**src/rtl/fir_decimator.sv**
```systemverilog
// fir_decimator: integrate-and-dump decimator behind the single-tap FIR multiplier.
//
// The block sums DECIM consecutive signed samples. It then rounds the sum, shifts it right
// arithmetically by SHIFT and clips it to BW_OUT bits. Each result is pushed into a small
// output FIFO that has a valid/ready read side.
//
// Optional feature macro: FIR_DECIM_SATURATE_EN
//   defined   -> out-of-range results clamp to the signed BW_OUT limits
//   undefined -> out-of-range results keep their low BW_OUT bits (two's-complement wrap)
// In both builds clipped_o is set whenever a result is out of range.
//
// Ports:
//   clk          clock, rising edge
//   reset        synchronous, active-high reset
//   in_valid_i   sample qualifier
//   in_data_i    signed input sample, BW_IN bits
//   out_valid_o  FIFO non-empty
//   out_ready_i  consumer accepts the head entry
//   out_data_o   signed FIFO head, BW_OUT bits (0 when empty)
//   clipped_o    sticky: a result was saturated or wrapped
//   dropped_o    sticky: a result was lost to a full FIFO
module fir_decimator #(
    parameter int unsigned BW_IN      = 8,
    parameter int unsigned DECIM      = 4,
    parameter int unsigned BW_ACC     = 10,
    parameter int unsigned SHIFT      = 1,
    parameter int unsigned BW_OUT     = 8,
    parameter int unsigned FIFO_DEPTH = 2
) (
    input  logic                     clk,
    input  logic                     reset,
    input  logic                     in_valid_i,
    input  logic signed [BW_IN-1:0]  in_data_i,
    output logic                     out_valid_o,
    input  logic                     out_ready_i,
    output logic signed [BW_OUT-1:0] out_data_o,
    output logic                     clipped_o,
    output logic                     dropped_o
);

    localparam int unsigned CntW = $clog2(DECIM);
    localparam int unsigned PtrW = $clog2(FIFO_DEPTH);
    // One extra bit so that adding the rounding constant can never overflow.
    localparam int unsigned SumW = BW_ACC + 1;

    localparam logic [CntW-1:0]        CntLast = CntW'(DECIM - 1);
    localparam logic [PtrW:0]          CntFull = (PtrW + 1)'(FIFO_DEPTH);
    localparam logic signed [SumW-1:0] RndC    = SumW'((SHIFT == 0) ? 0 : (1 << (SHIFT - 1)));
    localparam logic signed [SumW-1:0] OutMax  = SumW'((1 << (BW_OUT - 1)) - 1);
    localparam logic signed [SumW-1:0] OutMin  = -OutMax - SumW'(1);

    logic [CntW-1:0]        cnt_q, cnt_d;
    logic signed [BW_ACC-1:0] acc_q, acc_d;
    logic signed [SumW-1:0] sum, rounded, scaled;
    logic                   dump, over_hi, over_lo;
    logic [BW_OUT-1:0]      result;

    logic [BW_OUT-1:0]      mem_q [FIFO_DEPTH];
    logic [PtrW-1:0]        wr_ptr_q, rd_ptr_q;
    logic [PtrW:0]          count_q;
    logic                   full, pop, push, drop;

    // Datapath: accumulate, round, scale and clip.
    always_comb begin
        dump    = in_valid_i && (cnt_q == CntLast);
        // Both size casts are applied to signed operands, so they sign-extend.
        sum     = SumW'(acc_q) + SumW'(in_data_i);
        rounded = sum + RndC;
        scaled  = rounded >>> SHIFT;
        over_hi = scaled > OutMax;
        over_lo = scaled < OutMin;
`ifdef FIR_DECIM_SATURATE_EN
        if (over_hi) begin
            result = OutMax[BW_OUT-1:0];
        end else if (over_lo) begin
            result = OutMin[BW_OUT-1:0];
        end else begin
            result = scaled[BW_OUT-1:0];
        end
`else
        result = scaled[BW_OUT-1:0];
`endif

        cnt_d = cnt_q;
        acc_d = acc_q;
        if (in_valid_i) begin
            cnt_d = dump ? '0 : cnt_q + 1'b1;
            // The accumulator clears on the dump edge, so the next sample starts a fresh frame.
            acc_d = dump ? '0 : acc_q + BW_ACC'(in_data_i);
        end
    end

    // FIFO control. When the FIFO is full, a pop in the same cycle frees a slot for the push.
    always_comb begin
        full = (count_q == CntFull);
        pop  = (count_q != '0) && out_ready_i;
        push = dump && (!full || pop);
        drop = dump && full && !pop;
    end

    always_ff @(posedge clk) begin
        if (reset) begin
            cnt_q     <= '0;
            acc_q     <= '0;
            wr_ptr_q  <= '0;
            rd_ptr_q  <= '0;
            count_q   <= '0;
            clipped_o <= 1'b0;
            dropped_o <= 1'b0;
        end else begin
            cnt_q <= cnt_d;
            acc_q <= acc_d;
            if (push) begin
                wr_ptr_q <= wr_ptr_q + 1'b1;
            end
            if (pop) begin
                rd_ptr_q <= rd_ptr_q + 1'b1;
            end
            if (push && !pop) begin
                count_q <= count_q + 1'b1;
            end else if (pop && !push) begin
                count_q <= count_q - 1'b1;
            end
            if (dump && (over_hi || over_lo)) begin
                clipped_o <= 1'b1;
            end
            if (drop) begin
                dropped_o <= 1'b1;
            end
        end
    end

    // Storage needs no reset: the read mux shows 0 whenever the FIFO is empty.
    always_ff @(posedge clk) begin
        if (push) begin
            mem_q[wr_ptr_q] <= result;
        end
    end

    assign out_valid_o = (count_q != '0);
    assign out_data_o  = out_valid_o ? mem_q[rd_ptr_q] : '0;

endmodule

```
**config.mk**
```make
export PLATFORM = sky130hd
export DESIGN_NAME = fir_decimator
export DESIGN_NICKNAME = d
export VERILOG_FILES = /design/src/rtl/fir_decimator.sv
export SDC_FILE = /design/constraint.sdc
export NUM_CORES = 1
export LEC_CHECK = 0
export ABC_AREA = 0
export CAP_MARGIN = 25
export CORE_MARGIN = 2
export CORE_UTILIZATION = 30
export DETAILED_ROUTE_END_ITERATION = 6
export PLACE_DENSITY_LB_ADDON = 0.15
export SYNTH_ARGS = -nofsm -noshare
export SYNTH_HDL_FRONTEND = slang
export SYNTH_SLANG_ARGS = --single-unit
```
**constraint.sdc**
```tcl
create_clock -name clk -period 3 [get_ports clk]
set_clock_uncertainty 0.2 [all_clocks]
set_input_delay 0.6 -clock clk [delete_from_list [all_inputs] [get_ports clk]]
set_output_delay 0.6 -clock clk [all_outputs]
set_load 0.02 [all_outputs]
```
==> results of run 1 <==
==> layer usage <==
layer	track usage [%]	wire length, um	vias to the layer above
li1	-	-	798
met1	16.30	2140	725
met2	18.81	1803	33
met3	3.143	153	4
met4	4.688	63	0
met5	0	0	-
==> per-stage QoR <==
stage | setup WS [ps] | hold WS (ps) | std cells | util [%] | instance area (um2)
finish | 248.2 | 259.8 | 325 | 37.56 | 2524
global route | 73.13 | 287.6 | 325 | 37.56 | 2524
CTS | 245.4 | 269.7 | 325 | 37.56 | 2524
detailed placement | -46.38 | 250.5 | 317 | 36.35 | 2442
global placement | -16.31 | 251.6 | 316 | 36.28 | 2437
floorplan | 488.9 | 229.1 | 208 | - | 2053
==> registers in the layout, summed over array words and instances, names as in the netlist, named ones only <==
register   cells
cnt_q          2
dropped_o      1
mem_q         16
count_q        2
clipped_o      1
rd_ptr_q       1
acc_q         10
wr_ptr_q       1
==> layout by cell type, fill, tap and decap left out, drive strengths merged, types with 10 or more instances in the layout <==
cell / count
ha: 13
a21oi: 12
mux2i: 10
nor2: 32
xor2: 11
clkdlybuf4s50: 22
edfxtp: 16
dfxtp: 19
buf: 20
o21ai: 10
==> worst reg2reg max path, stage by stage, from the launching register on <==
cell and delay [ps]:
dfxtp_1 320, inv_1 70, ha_1 190, fa_1 260, nor2b_4 50, o31a_1 280
or3_1 350, a31o_1 220, o41ai_2 190, a41oi_1 70
==> area by class of cell <==
cell class / count / area, um2
flip-flops and latches: 35 / 860.8
inverters: 8 / 30.03
well taps: 80 / 100.1
fillers: 681 / 4195
clock buffers: 6 / 72.57
clock inverters: 2 / 8.758
multi-input cells: 152 / 1084
repair buffers: 42 / 367.9
==> worst paths after layout <==
kind	from	endpoint	slack [ps]	cells after the start
worst max-delay path	in_data_i[0]	clipped_o$_SDFFE_PP0P_	250	10
worst min-delay path	acc_q[9]$_SDFFE_PP0P_	acc_q[9]$_SDFFE_PP0P_	260	2
worst max register to register	acc_q[0]$_SDFFE_PP0P_	clipped_o$_SDFFE_PP0P_	670	9
worst min register to register	acc_q[9]$_SDFFE_PP0P_	acc_q[9]$_SDFFE_PP0P_	260	2
==> power groups by stage <==
stage | Combinational [uW] | Clock (uW) | Sequential (uW)
2_1_floorplan | 408 | 0 | 582
3_3_place_gp | 588 | 0 | 601
3_5_place_dp | 587 | 0 | 601
4_1_cts | 592 | 350 | 590
5_1_grt | 650 | 367 | 595
6_report | 586 | 331 | 589
==> cell families after synthesis <==
logic type                 share of synthesized area, %
adders and majority gates                         9.872
muxes                                             4.875
buffers and inverters                             5.301
and+or+nand+nor                                   13.22
xor gates and xnor gates                          8.105
AOI/OAI and AO/OA                                 16.70
DFF                                               41.93
==> metrics.txt, run 1 <==
first-pass GRT wire length 6955 um; prevailing post-synth register cell dfxtp_1; Critical Path RT 2950 ps; share of cells above drive strength 1 between 10% and 20%; Hold Crit Class reg2reg; Total GRT Usage around an eighth; 1st-iter DRT viols 52; Synth top cells by count nor2_1 (32), dfxtp_1 (19), edfxtp_1 (16); Inserted Diodes 0; final layout net count 271; largest net degree at the start of global routing 12; initial core utilization between 30 and 40%; TritonCTS clock tree built; share of total power in the clock network 22.0%; status finished clean; average size of a mapped cell 9.871 um2; sequential share of the synthesized area 41.93%; combinational share of power 38.9%; cell family with most CP delay adder cells; Post-Route WL 4162 um; worst skew pair latency 290 ps; Synth async-reset ratio 0%; Setup Viol. Count Final 0; Area Growth Syn to Fin 22.91%; Syn Nets 235; post-synth cell types 43; placeable core area 0.006719 mm2; top cells by area, synth edfxtp_1 (23%), dfxtp_1 (19%), ha_1 (7.9%), nor2_1 (5.9%), mux2i_1 (4.9%); Detailed Routing Iterations Pass 1 5; total power 1505 uW; total CTS buffers 5; Vias per Instance 4.800; Mapped Area 0.002053 mm2; Setup crit end kind flip-flop; Hold Vio Cnt, Final 0; clock sink count 35; CP bufs+invs 2; Sw Pwr 508.2 uW; CP Launch Type input port; CP Max Fanout 4; Detail Route Antenna Nets 0; CP arrival 2710 ps; Cells after Synth between 200 and 250; grt total ovfl 0; Yosys warnings 0; worst slew pin tran 637.4 ps; GP Congestion 0.7352; die area 0.007522 mm2; vias in the first global route 1456; drt wl/cell 12.81 um; number of synthesized flops with an enable pin 16; Int Pwr 997.2 uW; clock-pin slew on the worst setup and hold paths 70 ps; CTS root buf clkbuf_8; Crit Path Category in2reg; sequential share of power 39.1%; initial antenna violation count 0; routed vias 1560; fin. max-slew vios 0; CP cell instances clkdlybuf4s50_1 -> inv_1 -> ha_1 -> fa_1 -> nor2b_4 -> o31a_1 -> or2_1 -> a221oi_2 -> o41ai_2 -> a41oi_1; Max-slew headroom a little under three fifths; Detailed Place HPWL 3201 um; share of the synthesized area in the top cell type 23.40%; Max-Cap Viols 0; setup TNS 0 ps; max incr delay on CP 480 ps; Slowest cell on crit path clkdlybuf4s50_1; post-layout min period between 2000 and 3000 ps; CTS Hold Bufs 0; count leader, synth nor2_1; Synth area leader edfxtp_1; post_cts resized 0; port bufs 22; IO Count 23; Die Span X 86.73 um; drt drc 0; sw frac 33.76%; Vert. Die Dim 86.73 um; fin crit share 91.73%; buffer count from post-CTS setup fixing 0; clk buf depth 2; RSZ-0062 raised after global routing no; register bit total from synthesis 35; Power Dens Cells slightly below 600 mW/mm2; Worst VDD drop 179.1 uV; row cnt 30; CTS H-tree depth 2; P_leak 0.001024 uW; FMAX 363.4 MHz
Note: power is estimated with default switching activity, not from simulation.
==> inputs of run 2 (changes only) <==
--- a/config.mk
+++ b/config.mk
@@ -7,8 +7,10 @@
 export LEC_CHECK = 0
 export ABC_AREA = 0
 export CAP_MARGIN = 25
+export CELL_PAD_IN_SITES_DETAIL_PLACEMENT = 0
+export CELL_PAD_IN_SITES_GLOBAL_PLACEMENT = 1
 export CORE_MARGIN = 2
-export CORE_UTILIZATION = 30
+export CORE_UTILIZATION = 43
 export DETAILED_ROUTE_END_ITERATION = 6
 export PLACE_DENSITY_LB_ADDON = 0.15
 export SYNTH_ARGS = -nofsm -noshare
==> run 2 against run 1 <==
- worst setup slack worse by 44 ps
- sequential cell count unchanged
- total power down 1.2%
- sequential share of layout area up 0.73 points
- register-to-register slack worse by 20 ps
- routed wire length down 6.2%
- final cell count down 8.9%
- critical endpoint unchanged
==> metrics.txt, run 2 (same netlist as run 1, synthesis figures left out) <==
Vias per Instance 5.159 (was 4.800); row cnt 25 (was 30); Int Pwr 991.8 uW (was 997.2 uW); Largest regs mem_q (16), acc_q (10) (unchanged); CTS root buf clkbuf_8 (unchanged); post-layout min period 2796 ps (was 2752 ps); Layout Cells excl Fill 296 (was 325); Hold Vio Cnt, Final 0 (unchanged); initial core utilization 44.05% (was 30.56%); vias in the first global route 1582 (was 1456); placeable core area 0.004661 mm2 (was 0.006719 mm2); CTS Hold Bufs 0 (unchanged); Hold Crit Class reg2reg (unchanged); routed vias 1527 (was 1560); Die Span X 73.10 um (was 86.73 um); CP Max Fanout 4 (unchanged); worst setup slack after layout 203.9 ps (was 248.2 ps); sw frac 33.30% (was 33.76%); Setup Viol. Count Final 0 (unchanged); Hold WS 262.4 ps (was 259.8 ps); status finished clean (unchanged); buffer count from post-CTS setup fixing 0 (unchanged); CTS H-tree depth 2 (unchanged); initial antenna violation count 0 (unchanged); first-pass GRT wire length 7141 um (was 6955 um); 1st-iter DRT viols 82 (was 52); fin crit share 93.20% (was 91.73%); Top reg by flops mem_q (unchanged); Power Dens Cells 601.7 mW/mm2 (was 596.5 mW/mm2); clock-pin slew on the worst setup and hold paths 70 ps (about the same); sequential share of power 39.5% (was 39.1%); Detailed Place HPWL 3098 um (was 3201 um); max FFs per register 16 (unchanged); clk buf depth 2 (unchanged); RSZ-0062 raised after global routing no (unchanged); Post-Route WL 3903 um (was 4162 um); TritonCTS clock tree built (unchanged); IO Count 23 (unchanged); Sw Pwr 495.1 uW (was 508.2 uW); Detailed Routing Iterations Pass 1 4 (was 5); CP Launch Type input port (unchanged); fin. max-slew vios 0 (unchanged); Util after Layout 53.02% (was 37.56%); drt drc 0 (unchanged); Slowest cell on crit path clkdlybuf4s50_1 (unchanged); port bufs 22 (unchanged); CP cell instances clkdlybuf4s50_1 -> inv_1 -> ha_1 -> fa_1 -> nor2b_4 -> o31a_1 -> o31a_2 -> nor2_1 -> o41ai_2 -> a41oi_1 (was clkdlybuf4s50_1 -> inv_1 -> ha_1 -> fa_1 -> nor2b_4 -> o31a_1 -> or2_1 -> a221oi_2 -> o41ai_2 -> a41oi_1); Max-Cap Viols 0 (unchanged); worst slack, placed -120.3 ps (was -46.38 ps); max incr delay on CP 490 ps (was 480 ps); P_leak 0.001009 uW (was 0.001024 uW); grt total ovfl 0 (unchanged); placed insts 288 (was 317); Detail Route Antenna Nets 0 (unchanged); Critical Path RT 2960 ps (was 2950 ps); post_cts resized 0 (unchanged); Total GRT Usage 17.39% (was 12.17%); share of total power in the clock network 21.6% (was 22.0%); setup TNS 0 ps (unchanged); Max-slew headroom 32.20% (was 57.35%); die area 0.005344 mm2 (was 0.007522 mm2); largest net degree at the start of global routing 12 (unchanged); most frequent cells in the layout nor2_1 (32), clkdlybuf4s50_1 (22), dfxtp_1 (19) (was nor2_1 (32), clkdlybuf4s50_1 (22), dfxtp_1 (19), buf_4 (19), edfxtp_1 (16)); Crit Path Category in2reg (unchanged); Setup crit end kind flip-flop (unchanged); drt wl/cell 13.19 um (was 12.81 um); final layout net count 268 (was 271); CP arrival 2760 ps (was 2710 ps); Vert. Die Dim 73.10 um (was 86.73 um); clock sink count 35 (unchanged); FMAX 357.6 MHz (was 363.4 MHz); share of cells above drive strength 1 11.98% (was 13.06%); Worst VDD drop 314.0 uV (was 179.1 uV); combinational share of power 38.9% (about the same); worst skew pair latency 290 ps (about the same); Inserted Diodes 0 (unchanged); worst slew pin tran 1009 ps (was 637.4 ps); Area Growth Syn to Fin 20.35% (was 22.91%); GP Congestion 0.8518 (was 0.7352); most common cell after layout, fill and taps aside nor2_1 (unchanged); total CTS buffers 5 (unchanged)
==> run 2: cell type report <==
cell class	count	area, um2
multi-input cells	152	1084
clock buffers	6	72.57
repair buffers	39	347.8
inverters	8	30.03
well taps	54	67.56
fillers	413	2190
flip-flops and latches	35	860.8
clock inverters	2	8.758
==> run 2: power groups by stage <==
| stage | combinational, uW | sequential (uW) | clock (uW) |
|---|---|---|---|
| after global routing | 645 | 594 | 355 |
| after detailed placement | 578 | 599 | 0 |
| after global placement | 570 | 598 | 0 |
| after CTS | 582 | 589 | 331 |
| final | 578 | 588 | 321 |
| after floorplan | 408 | 582 | 0 |
==> run 2: metrics by stage <==
stage	total power, uW	instance area (um2)
floorplan	990.2	2053
global placement	1167	2390
detailed placement	1178	2390
CTS	1501	2471
global route	1594	2471
finish	1487	2471
==> run 2: final timing paths <==
| kind | depth (start not counted) | startpoint | slack (ps) | end |
|---|---|---|---|---|
| max | 10 | in_data_i[0] | 200 | clipped_o$_SDFFE_PP0P_ |
| min | 2 | acc_q[5]$_SDFFE_PP0P_ | 260 | acc_q[5]$_SDFFE_PP0P_ |
| max reg2reg | 9 | acc_q[0]$_SDFFE_PP0P_ | 650 | clipped_o$_SDFFE_PP0P_ |
| min reg2reg | 2 | acc_q[5]$_SDFFE_PP0P_ | 260 | acc_q[5]$_SDFFE_PP0P_ |
==> run 2: metal layers <==
| layer | GRT usage, % | up-vias | wire length [um] |
|---|---|---|---|
| met5 | 0 | - | 0 |
| met4 | 6.584 | 0 | 60 |
| met3 | 4.144 | 5 | 101 |
| met2 | 29.23 | 22 | 1877 |
| met1 | 21.52 | 702 | 1864 |
| li1 | - | 798 | - |
==> run 2: critical path: cells and delay by family <==
family	cells	cell delay (ps)
compound gates	4	750
fa+ha+maj	2	670
buf+inv	2	550
simple gates	2	190
==> patch 1, RTL diff (settings of run 2) <==
Change the parameter `FIFO_DEPTH` from 2 to 8.
--- a/src/rtl/fir_decimator.sv
+++ b/src/rtl/fir_decimator.sv
@@ -25,7 +25,7 @@
     parameter int unsigned BW_ACC     = 10,
     parameter int unsigned SHIFT      = 1,
     parameter int unsigned BW_OUT     = 8,
-    parameter int unsigned FIFO_DEPTH = 2
+    parameter int unsigned FIFO_DEPTH = 8
 ) (
     input  logic                     clk,
     input  logic                     reset,
Check against the original RTL: same outputs for any inputs over 4 cycles, from zero or initial values and one cycle with reset high; that may be too few to reach the edited logic, so the function may still have changed.
==> patch 1 against run 2 <==
- worst setup slack worse by 0.10 ns
- core utilization is 1.1 points higher
- critical path depth is 1 lower
- synthesized cell count is 60% higher
- combinational power is 120% higher
- sequential cell count is 56 higher
- design area is 110% higher
- count of clock-buffer cells in the layout is 4 higher
- wire length is 120% higher
- sequential power grew to 2.6 times the old value
- die area is 100% higher
- synthesized area is 110% higher
- power is 150% higher
- largest power group unchanged
==> patch 1: results (changes against run 2) <==
[layout]
n_antenna_cell = 0  ; unchanged
drive_above_1_share_pct = 23.4  ; +11 points
largestRegisters = mem_q x64, acc_q x10, count_q x4
layout.nets = 428  ; +60%
fillCellCount = 858  ; +110%

[setup_path]
worstPathArrival_ns = 2.95  ; +0.19 ns
critPathMaxFanout = 3  ; -1
crit_start = in_data_i[1]
slowest_stage = clkdlybuf4s50_1
cpPeakStageDelay_ns = 0.47  ; -0.02 ns
reg2reg_slack_ns = 0.22  ; -0.43 ns
reg2reg_depth = 9  ; unchanged

[min_path]
min_path_type = reg2reg

[logic_synthesis]
synth_area_leaders = edfxtp_1 45%, dfxtp_1 13%, mux4_2 8.4%, ha_1 4.9%, nor2_1 3.7%
synth_top_cells_by_count = 64 x edfxtp_1, 42 x nor2_1, 27 x dfxtp_1
syn-num-nets = 365  ; +55%
yosysUniqueCellTypes = 48  ; +12%
synth_edf_count = 64  ; +48
synth.yosys.seq_area_share_pct = 57.3  ; +15 points

[cts]
cts.htree.levels = 3  ; +1
path_clk_slew_ns = 0.09  ; +0.02 ns
insertion_delay_ns = 0.36  ; +0.07 ns
cts_buffers = 9  ; +4

[timing]
relSlewSlack_pct = 41.6  ; +9.4 points

[route]
vias_per_cell = 5.16  ; +0.12%
ant_nets = 0  ; unchanged
drt-initial-drc-count = 100  ; +22%
wl_um = 8410  ; +120%
drtPass1Iterations = 4  ; unchanged

[pwr]
cellLeakagePower_nw = 1.99  ; +97%
ir_worst_vdd_mv = 0.239  ; -24%

[outcome]
status = finished clean

[global_route]
grt_pass1_wl_um = 13900  ; +94%
antenna_found_initial = 0  ; unchanged
grt_pass1_vias = 2774  ; +75%
grt_usage_pct = 16.4  ; -0.96 points
grt_max_degree = 23  ; +11

[placed_design]
placed_area_sq_um = 4980  ; +110%
dp_hpwl_um = 5790  ; +87%
routabilityCongestion = 0.758  ; -11%

[patch 1: cell types whose count changed after synthesis, sizes merged, moves of 4 or more]
cell    change
nor2       +10
dfxtp       +8
mux4       +16
nand2       +4
edfxtp     +48
ha          +4
nand3       +8
nand2b      +6
xor2        -4
inv         +5
o31a        -4
[patch 1: timing repair]
item,in CTS,in global routing
pin swaps,5,0
endpoints found under the hold margin,0,0
gates resized for setup,19,5
endpoints found under the setup margin,13,5
buffers inserted,0,0
hold buffers,0,0
[patch 1: worst min path at each step]
stage / cells after the start / startpoint / slack, ns / to
finish: 2 / rd_ptr_q[1] / 0.29 / register
global placement: 2 / rd_ptr_q[1] / 0.27 / rd_ptr_q[1]
detailed placement: 2 / dropped_o / 0.28 / dropped_o
global route: 2 / rd_ptr_q[1] / 0.32 / register
floorplan: 2 / rd_ptr_q[1] / 0.25 / register
CTS: 2 / rd_ptr_q[1] / 0.30 / register
[patch 1: logic make-up after synthesis]
logic type	Yosys count	share of synthesized area (%)
AO/OA/AOI/OAI	49	7.42
XOR/XNOR	16	3.26
adder cells (fa/ha/maj)	20	6.35
buffers and inverters	29	2.71
flip-flops	91	57.3
multiplexers	29	11.4
AND/OR/NAND/NOR	99	11.6
[patch 1: final cells by class]
cell class | instances | area [sq um] | area share, %
flip-flops and latches | 91 | 2460 | 46.8
multi-input cells | 213 | 1800 | 34.2
repair buffers | 68 | 582 | 11.1
well taps | 133 | 166 | 3.16
clock buffers | 10 | 128 | 2.43
clock inverters | 6 | 73.8 | 1.40
inverters | 13 | 48.8 | 0.927
[patch 1: where the power goes]
| group | internal, W | switching, W |
|---|---|---|
| Sequential | 0.00148 | 0.0000625 |
| Clock | 0.000395 | 0.000443 |
| Combinational | 0.000600 | 0.000669 |
| Total | 0.00247 | 0.00117 |
[patch 1: routing by layer]
layer	global-route usage, %	vias up	routed length [um]
met1	21.9	1340	3850
met5	0	-	0
li1	-	1365	-
met3	3.51	6	252
met2	27.2	47	4240
met4	4.73	0	65
[patch 1: worst max-delay path: cells and delay by family]
family / cells / cell delay [ns]
simple gates: 3 / 0.74
compound gates: 2 / 0.61
buf+inv: 2 / 0.53
fa+ha+maj: 1 / 0.33
mux: 1 / 0.12
[patch 1: stage by stage]
stage / setup slack (ns) / total power [W] / TNS [ns] / instances / util, %
final: 0.102 / 0.00365 / 0 / 534 / 54.1
after global routing: 0.00437 / 0.00387 / 0 / 534 / 54.1
after CTS: 0.00754 / 0.00370 / 0 / 534 / 53.9
after detailed placement: -0.608 / 0.00283 / -8.72 / 518 / 51.2
after global placement: -0.518 / 0.00281 / -5.88 / 518 / 51.2
after floorplan: 0.125 / 0.00233 / 0 / 333 / -
==> patch 2, RTL diff (config.mk and constraints of run 2) <==
Without the edit above. Reset style: asynchronous (`reset`), changed in one clocked block. Comments in the files are not updated.
--- a/src/rtl/fir_decimator.sv
+++ b/src/rtl/fir_decimator.sv
@@ -98,7 +98,7 @@
         drop = dump && full && !pop;
     end
 
-    always_ff @(posedge clk) begin
+    always_ff @(posedge clk or posedge reset) begin
         if (reset) begin
             cnt_q     <= '0;
             acc_q     <= '0;
Formal check against the unedited RTL: not equivalent (Yosys sat finds a counterexample within 10 cycles, from zero or initial values and one cycle with reset high; the reset may be asserted at any time).
==> patch 2 against run 2 <==
- core utilization is 1.4 points higher
- synthesized area is 0.85% lower
- sequential cell count is 1 lower
- worst setup slack worse by 0.030 ns
- design area is 2.0% higher
- maximum frequency is 1.1% lower
- wire length is 2.8% lower
- critical path type unchanged
Power is not compared: it rests on default switching activity, and its combinational part moved more than twofold at a synthesized area within 25%.
==> patch 2: results (changes against run 2) <==
[layout]
buffers = 42  ; +7.7%
comb.multi_input.count = 130  ; -14%
buffer_area_share_pct = 14.8  ; +0.72 points
multi_input_area_share_pct = 40.4  ; -3.4 points
fillCellCount = 422  ; +2.2%
clock_area_share_pct = 3.23  ; -0.064 points
layout.cells.non_filler = 281  ; -5.1%
seq_cell_count = 34  ; -2.9%

[route]
route.met2.wl_um = 1940  ; +3.2%
vias_per_cell = 5.15  ; -0.18%
wl_per_cell_um = 13.5  ; +2.4%
met3_length_um = 84  ; -17%

[placed_design]
dpl.cell_count = 271  ; -5.9%
routabilityCongestion = 0.871  ; +2.2%
post-place-ws_ns = -0.331  ; -0.211 ns
placed_area_sq_um = 2410  ; +0.68%

[global_route]
grt_use_met1_pct = 21.0  ; -0.54 points
grt_max_degree = 19  ; +7
use_met3_pct = 3.73  ; -0.41 points
grt_usage_pct = 16.3  ; -1.1 points
grt_pass1_vias = 1433  ; -9.4%
use_met2_pct = 27.0  ; -2.3 points

[logic_synthesis]
syn-num-nets = 213  ; -9.4%
yosysUniqueCellTypes = 42  ; -2.3%

[setup_path]
reg2reg_slack_ns = 0.37  ; -0.28 ns
reg2reg_from = acc_q[0]
critPathMaxFanout = 3  ; -1
crit_start = in_data_i[1]
crit_end = clipped_o
cp_top_family = simple AND/OR/NAND/NOR gates

[timing]
worst_hold_slack_ns = 0.281  ; +0.0189 ns
worst_slew_pin_slew_ns = 0.708  ; -0.302 ns

[min_path]
hold_end = dropped_o
hold_start = dropped_o

[outcome]
status = finished clean

-- patch 2: changes by cell type in the layout (fill, tap and decap cells not counted), moves of 4 or more --
cell,before,now
dfxtp_1,19,0
dfrtp_1,0,18
nor2_1,32,18
o21ai_0,10,3
nor2b_1,6,0
inv_1,8,13
nand2b_1,2,6
o2bb2ai_1,0,4
-- patch 2: power by group through the flow --
stage,Sequential (W),Combinational (W),Clock (W)
floorplan,0.000802,0.00111,0
global placement,0.000826,0.00152,0
detailed placement,0.000835,0.00156,0
CTS,0.000826,0.00158,0.000320
global route,0.000844,0.00178,0.000352
finish,0.000823,0.00160,0.000309
-- patch 2: cells by family after synthesis --
kind of cell	count (synthesis)	synth area share (%)
flops	34	45.7
xor+xnor	19	8.85
compound gates	46	16.6
simple gates	40	8.85
fa+ha+maj	15	9.96
buf+inv	22	4.98
mux	10	5.04
-- patch 2: repair_timing --
action	4_1_cts	5_1_grt
setup buffers	1	1
resized for setup	1	4
pin swaps	1	3
endpoints found under the setup margin	1	1
